[config.mk]
export PLATFORM = sky130hd
export DESIGN_NAME = pwm_dac
export DESIGN_NICKNAME = d
export VERILOG_FILES = /design/src/rtl/pwm_ramp_pkg.sv /design/src/rtl/pwm_prescaler.sv /design/src/rtl/pwm_dac.sv
export SDC_FILE = /design/constraint.sdc
export NUM_CORES = 1
export LEC_CHECK = 0
export CORE_ASPECT_RATIO = 1.25
export CORE_UTILIZATION = 45
export CTS_BUF_LIST = sky130_fd_sc_hd__clkbuf_16
export DETAILED_ROUTE_END_ITERATION = 10
export MAX_ROUTING_LAYER = met4
export PLACE_DENSITY_LB_ADDON = 0.3
export SLEW_MARGIN = 0
export SYNTH_ARGS = -nofsm -noshare
export SYNTH_HDL_FRONTEND = slang
export SYNTH_HIERARCHICAL = 1
export SYNTH_SLANG_ARGS = --single-unit
export TNS_END_PERCENT = 1
[constraint.sdc]
create_clock -name clk_i -period 3.1 [get_ports clk_i]
set_input_delay 0.93 -clock clk_i [delete_from_list [all_inputs] [get_ports clk_i]]
set_output_delay 0.93 -clock clk_i [all_outputs]
set_load 0.005 [all_outputs]
[src/rtl/pwm_ramp_pkg.sv]
// Shared definitions for the PWM-ramp converter family (ADC ramp and DAC).
// Provides the default code width, the full-scale code helper and the duty
// code type. Full scale MAX = 2^n-1 is also the PWM period in ticks, which
// makes an ADC->DAC loopback unity-gain.
package pwm_ramp_pkg;

  localparam int NBITS_DEF = 6;

  typedef logic [NBITS_DEF-1:0] duty_t;

  function automatic int unsigned max_code(input int unsigned n);
    return (32'd1 << n) - 32'd1;
  endfunction

endpackage

[src/rtl/pwm_prescaler.sv]
// Tick prescaler shared by the PWM ramp blocks.
// Ports:
//   clk_i       system clock
//   rst_ni      synchronous active-low reset
//   enable_i    run the prescaler; low holds the count at 0 and masks tick
//   prescale_i  one tick every prescale_i+1 clocks
//   tick_o      combinational tick strobe for the current clock
module pwm_prescaler #(
  parameter int PSBITS = 8
) (
  input  logic              clk_i,
  input  logic              rst_ni,
  input  logic              enable_i,
  input  logic [PSBITS-1:0] prescale_i,
  output logic              tick_o
);

  logic [PSBITS-1:0] presc_q;

  // >= rather than == so that lowering prescale_i mid-count ticks on the
  // next clock instead of running the counter round past 2^PSBITS.
  assign tick_o = enable_i && (presc_q >= prescale_i);

  always_ff @(posedge clk_i) begin
    if (!rst_ni) begin
      presc_q <= '0;
    end else if (!enable_i || tick_o) begin
      presc_q <= '0;
    end else begin
      presc_q <= presc_q + 1'b1;
    end
  end

endmodule

[src/rtl/pwm_dac.sv]
// PWM DAC: turns a stream of NBITS duty codes into a PWM wave whose mean,
// after the external RC filter, is code/(2^NBITS-1) of VDD.
// Ports:
//   clk_i           system clock
//   rst_ni          synchronous active-low reset
//   enable_i        run PWM; low idles with pwm_o low and preloads duty
//   prescale_i      one tick every prescale_i+1 clocks
//   sample_i        duty code 0..MAX
//   sample_valid_i  sample_i valid
//   sample_ready_o  shadow register empty (no path from sample_valid_i)
//   pwm_o           registered PWM output
//   period_start_o  1-clk pulse on the first clock of a new period
//   underrun_o      1-clk pulse when a period began with no new sample
module pwm_dac
  import pwm_ramp_pkg::*;
#(
  parameter int NBITS  = NBITS_DEF,
  parameter int PSBITS = 8
) (
  input  logic              clk_i,
  input  logic              rst_ni,
  input  logic              enable_i,
  input  logic [PSBITS-1:0] prescale_i,
  input  logic [NBITS-1:0]  sample_i,
  input  logic              sample_valid_i,
  output logic              sample_ready_o,
  output logic              pwm_o,
  output logic              period_start_o,
  output logic              underrun_o
);

  localparam logic [NBITS-1:0] LAST_CNT = NBITS'(max_code(NBITS) - 1);

  logic             tick;
  logic             wrap;
  logic             accept;
  logic             load;
  logic [NBITS-1:0] cnt_q;
  logic [NBITS-1:0] duty_q;
  logic [NBITS-1:0] shadow_q;
  logic             shadow_full_q;

  pwm_prescaler #(
    .PSBITS(PSBITS)
  ) u_presc (
    .clk_i      (clk_i),
    .rst_ni     (rst_ni),
    .enable_i   (enable_i),
    .prescale_i (prescale_i),
    .tick_o     (tick)
  );

  assign wrap           = tick && (cnt_q == LAST_CNT);
  assign sample_ready_o = !shadow_full_q;
  assign accept         = sample_valid_i && !shadow_full_q;
  // Duty only changes at a period boundary, or freely while idle (preload).
  // load and accept are exclusive: accept needs an empty shadow.
  assign load           = shadow_full_q && (!enable_i || wrap);

  // Period counter: 0..MAX-1, so one period is MAX ticks.
  always_ff @(posedge clk_i) begin
    if (!rst_ni) begin
      cnt_q <= '0;
    end else if (!enable_i || wrap) begin
      cnt_q <= '0;
    end else if (tick) begin
      cnt_q <= cnt_q + 1'b1;
    end
  end

  // Shadow/duty registers. A sample accepted on the wrap clock itself lands
  // in the shadow and is applied one period later.
  always_ff @(posedge clk_i) begin
    if (!rst_ni) begin
      duty_q        <= '0;
      shadow_q      <= '0;
      shadow_full_q <= 1'b0;
    end else if (load) begin
      duty_q        <= shadow_q;
      shadow_full_q <= 1'b0;
    end else if (accept) begin
      shadow_q      <= sample_i;
      shadow_full_q <= 1'b1;
    end
  end

  // Output flops: pwm_o lags cnt_q by one clock; pulses mark the first
  // clock of the new period. tick (hence wrap) is already gated by enable.
  always_ff @(posedge clk_i) begin
    if (!rst_ni) begin
      pwm_o          <= 1'b0;
      period_start_o <= 1'b0;
      underrun_o     <= 1'b0;
    end else begin
      pwm_o          <= enable_i && (duty_q > cnt_q);
      period_start_o <= wrap;
      underrun_o     <= wrap && !shadow_full_q;
    end
  end

endmodule

# Yosys cells after proc, flatten, opt, wreduce, memory -nomap -nowiden
# Cells that the tools add are included.
# op_classes
add_sub_neg	2
magnitude_cmp	2
n_eq_ne	1
bitwise	2
n_reduce_logical	14
# ops
cell	count
$add 8x1->8 const B	1
$ge 8x8->1	1
$add 6x1->6 const B	1
$eq 6x6->1 const B	1
$gt 6x6->1	1
$logic_and 1x1->1	6
$reduce_or 2->1	3
$logic_not 1->1	2
$logic_or 1x1->1	2
$not 1->1	2
$reduce_and 2->1	1
# word_totals
reg_bits	30
in_bits	18
out_inout_bits	4
elab_cells	29

# Longest topological paths before layout
# logic_depth
ltp_word	7
depth_mapped	10
mapped_depth_nobuf	9

# By module
# The synthesis kept the hierarchy.
# by_module_without_submodules
mod	instances	cells_per_inst	area_per_inst_um2
pwm_dac	1	110	1047.3
pwm_prescaler	1	59	525.5

# Least setup slack after synthesis
# No wires, ideal clock.
# synth_path
path_type	input to register
startpoint	in prescale_i[2]
endpoint	reg cnt_q[1]
setup_ps	86
arrival_ps	2612
required_time_ps	3014
setup_slack_ps	403
cell_stages	10
path_buffers	1
cell_sequence	inv_1 -> ha_1 -> a211o_1 -> a31oi_2 -> nor3_1 -> o21a_1 -> buf_4 -> nand2_4 -> o311ai_2 -> a211oi_1
# synth_between
elab_chain_len	5
# synth_rtl
element	line_no	text
from (decl)	pwm_dac.sv:23	input logic [PSBITS-1:0] prescale_i,
$ge 8x8->1 *	pwm_prescaler.sv:22	assign tick_o = enable_i && (presc_q >= prescale_i);
$logic_and 1x1->1 *	pwm_prescaler.sv:22	
named net tick	pwm_dac.sv:34	logic tick;
$logic_and 1x1->1	pwm_dac.sv:53	assign wrap = tick && (cnt_q == LAST_CNT);
$logic_or 1x1->1	pwm_dac.sv:64	end else if (!enable_i || wrap) begin
$reduce_or 2->1 (no source line)	n/a	
to (signal assigned)	pwm_dac.sv:67	cnt_q <= cnt_q + 1'b1;
to (decl)	pwm_dac.sv:38	logic [NBITS-1:0] cnt_q;
# Mark *: on every way through the listed nets, which the timed path passes. The rest lies on a longest branch.
# A chain may end at the register's enable or synchronous reset.

# Worst setup path in the final report
# layout_path
startpoint	in prescale_i[2]
endpoint	reg duty_q[1]
# layout_between
elab_chain_len	5
# layout_rtl
element	line_no	text
$ge 8x8->1	pwm_prescaler.sv:22	
$logic_and 1x1->1	pwm_prescaler.sv:22	
named net tick	pwm_dac.sv:34	
$logic_and 1x1->1	pwm_dac.sv:53	
$logic_or 1x1->1	pwm_dac.sv:58	assign load = shadow_full_q && (!enable_i || wrap);
$logic_and 1x1->1	pwm_dac.sv:58	
to (signal assigned)	pwm_dac.sv:79	duty_q <= shadow_q;
to (decl)	pwm_dac.sv:39	logic [NBITS-1:0] duty_q;
# The timed path passes the listed nets, and every way through them passes these cells.

==> results.tsv <==
metric	value	unit
ys_ff_latch	30	
die_w	54.88	um
cpPeakStageDelay	460	ps
gp_congestion	0.8209	
fin_ws	258.8	ps
hold_violations	0	
finalWirelength	3129	um
worst_slew_pin_slew	733.3	ps
synth_top_flop_cell	dfxtp_1	
drc	0	
crit_fanout	6	
via_count	1238	
antenna_found_initial	0	
final_antenna_net_count	0	
cap_violations	0	
min_from	duty_q[2]	
power_density	468.9	nW/um2
cts_tree	built	
crit_slowest_cell	o32ai_4	
wire_per_inst	13.15	um
cts.sinks	30	
fin_crit	2841	ps
worstSetupStartpointType	input pin	
nets	235	
ys.warnings.count	6	
grt_start_max_net_pins	12	
worstHoldPathCells	2	
grt_usage	20.83	%
initial_core_util	47.94	%
ys_async_sr_fraction	0	%
reg2regPathDepth	9	
die-area	3737	um2
dp.cells	230	
synth.distinct_cells	38	
path_cells	clkdlybuf4s50_1 -> inv_1 -> ha_1 -> a211o_1 -> a31oi_2 -> nor3_1 -> o21a_1 -> nand2_4 -> o32ai_4 -> mux2i_1	
min_to	duty_q[2]	
min_path_type	flop to flop	
period_share	91.65	%
drive_gt1_share	9.950	%
diodes	0	
syn_area	1573	um2
grt_pass1_wl	5181	um
num_io_pins	22	
synth_area_per_cell	9.306	um2
postCtsSetupBuffers	0	
r2r-start	u_presc/presc_q[0]	
synth_edf_count	0	
grt_setup_unrepaired	no	
fin_skew	2.795	ps
htree_levels	2	
path_clk_slew	50	ps
rows	23	
coreArea	3281	um2
dpl.hpwl	2448	um
final_max_slew_viol_count	0	
synth_top_area_share	38.19	%
die_y	68.10	um
r2r_setup_slack	930	ps
rr_endpoint	duty_q[1]	
synth_fp_nets	204	
routed_via_density	5.202	
ys_seq_area_share	38.19	%
clock_path_buffers	2	
clock.fmax	352.0	MHz
worstPathRequired	3300	ps
worst_ep_arrival_time	3040	ps
p_leak	0.8263	nW
slew_headroom	51.01	%
end_kind	flop	
cts_inserted_buffers	5	
drt-initial-drc-count	28	
synthToLayoutAreaGrowth	26.89	%
synth_top_area_cell	dfxtp_1	
preCtsSetupSlack	-78.66	ps
io_buffers	21	
critPathKind	input pin to flop	
clock_tree.root_cell	clkbuf_16	
worstSkewPairLatency	280	ps
status	finished clean	
peakVddDrop	430.2	uV
stdcell_count	238	
grt_remaining_overflow	0	
cts.repair.resized	0	
grt_pass1_vias	1201	
cts_hold_buf	0	
first_pass_iters	4	
netlist_instances	169	
synthTopCellsByArea	dfxtp_1 38%, ha_1 14%, mux2i_1 7.6%	
setup-violations-final	0	
-- how the worst max path moves through the flow --
stage,start,end,slack [ps],cells past startpoint
4_1_cts,prescale_i[2],duty_q[1],220,10
3_3_place_gp,prescale_i[2],cnt_q[3],9,11
3_5_place_dp,prescale_i[2],duty_q[1],-80,10
6_report,prescale_i[2],duty_q[1],260,10
2_1_floorplan,prescale_i[2],cnt_q[1],400,10
5_1_grt,prescale_i[2],cnt_q[5],110,11
-- registers in the layout, indices dropped and copies added (netlist names) --
register,count
duty_q,6
cnt_q,6
pwm_o,1
u_presc/presc_q,8
shadow_full_q,1
shadow_q,6
period_start_o,1
underrun_o,1
-- cell families after synthesis --
| logic type | after synthesis | synth area share, % |
|---|---|---|
| AND/OR/NAND/NOR | 57 | 17.10 |
| flip-flops | 30 | 38.19 |
| buffers and inverters | 22 | 5.568 |
| AO/OA/AOI/OAI | 21 | 12.41 |
| adder cells (fa/ha/maj) | 17 | 13.52 |
| multiplexers | 12 | 7.638 |
| XOR/XNOR | 10 | 5.569 |
-- cells in the final DEF (no fill, tap or decap), types with 2 or more instances in the layout --
cell / instances
ha_1: 17
xor2_1: 5
dfxtp_1: 30
nand3_1: 6
o21a_1: 2
nand2_1: 18
and3_1: 3
buf_4: 6
a21oi_1: 3
xnor2_1: 5
clkdlybuf4s50_1: 21
inv_1: 19
o21ai_0: 4
mux2i_1: 12
nor2b_1: 2
nor2_1: 19
clkbuf_16: 5
nand4_1: 2
-- where the power goes --
part | switching, mW | internal, mW
Sequential | 0.00650 | 0.395
Clock | 0.163 | 0.289
Combinational | 0.0356 | 0.0460
-- worst max-delay path: cells and delay by family --
family                     cells  cell delay, ps
AOI/OAI and AO/OA              4             840
buffers and inverters          2             490
adders and majority gates      1             300
muxes                          1             250
and+or+nand+nor                2             230
-- per-stage QoR --
stage               area [um2]  setup TNS [ps]  hold WS [ps]  power (mW)  util (%)
floorplan                 1573               0         434.7      0.4512         -
finish                    1996               0         472.5      0.9357     60.83
global route              1996               0         489.1      0.9683     60.83
global placement          1858               0         452.7      0.4875     56.64
CTS                       1996               0         473.3      0.9428     60.83
detailed placement        1858          -405.5         462.8      0.4915     56.64
-- cell usage after synthesis, types with 2 or more instances --
cell type	n
o21a_1	2
a21oi_1	3
nand2_1	18
xor2_1	5
nor2_1	19
nor2b_1	2
nand3_1	6
xnor2_1	5
dfxtp_1	30
and3_1	3
o21ai_0	4
mux2i_1	12
inv_1	18
ha_1	17
nand4_1	2
-- metal layers --
layer | part of all wire [%] | routed length [um] | vias to the layer above | global-route usage, %
li1 | - | - | 634 | -
met1 | 43 | 1353 | 563 | 22.19
met2 | 49 | 1542 | 34 | 33.13
met3 | 5.1 | 160 | 7 | 6.889
met4 | 2.3 | 72 | 0 | 11.54
met5 | 0 | 0 | - | -
-- final cells by class --
cell class	count	area, um2
fill	304	1285
multi-input combinational	117	884.6
sequential	30	600.6
timing repair buffer	27	255.2
clock buffer	5	125.1
inverter	19	71.32
tap	37	46.29
clock inverter	3	12.51
No activity file was read; power rests on OpenSTA's default activity.
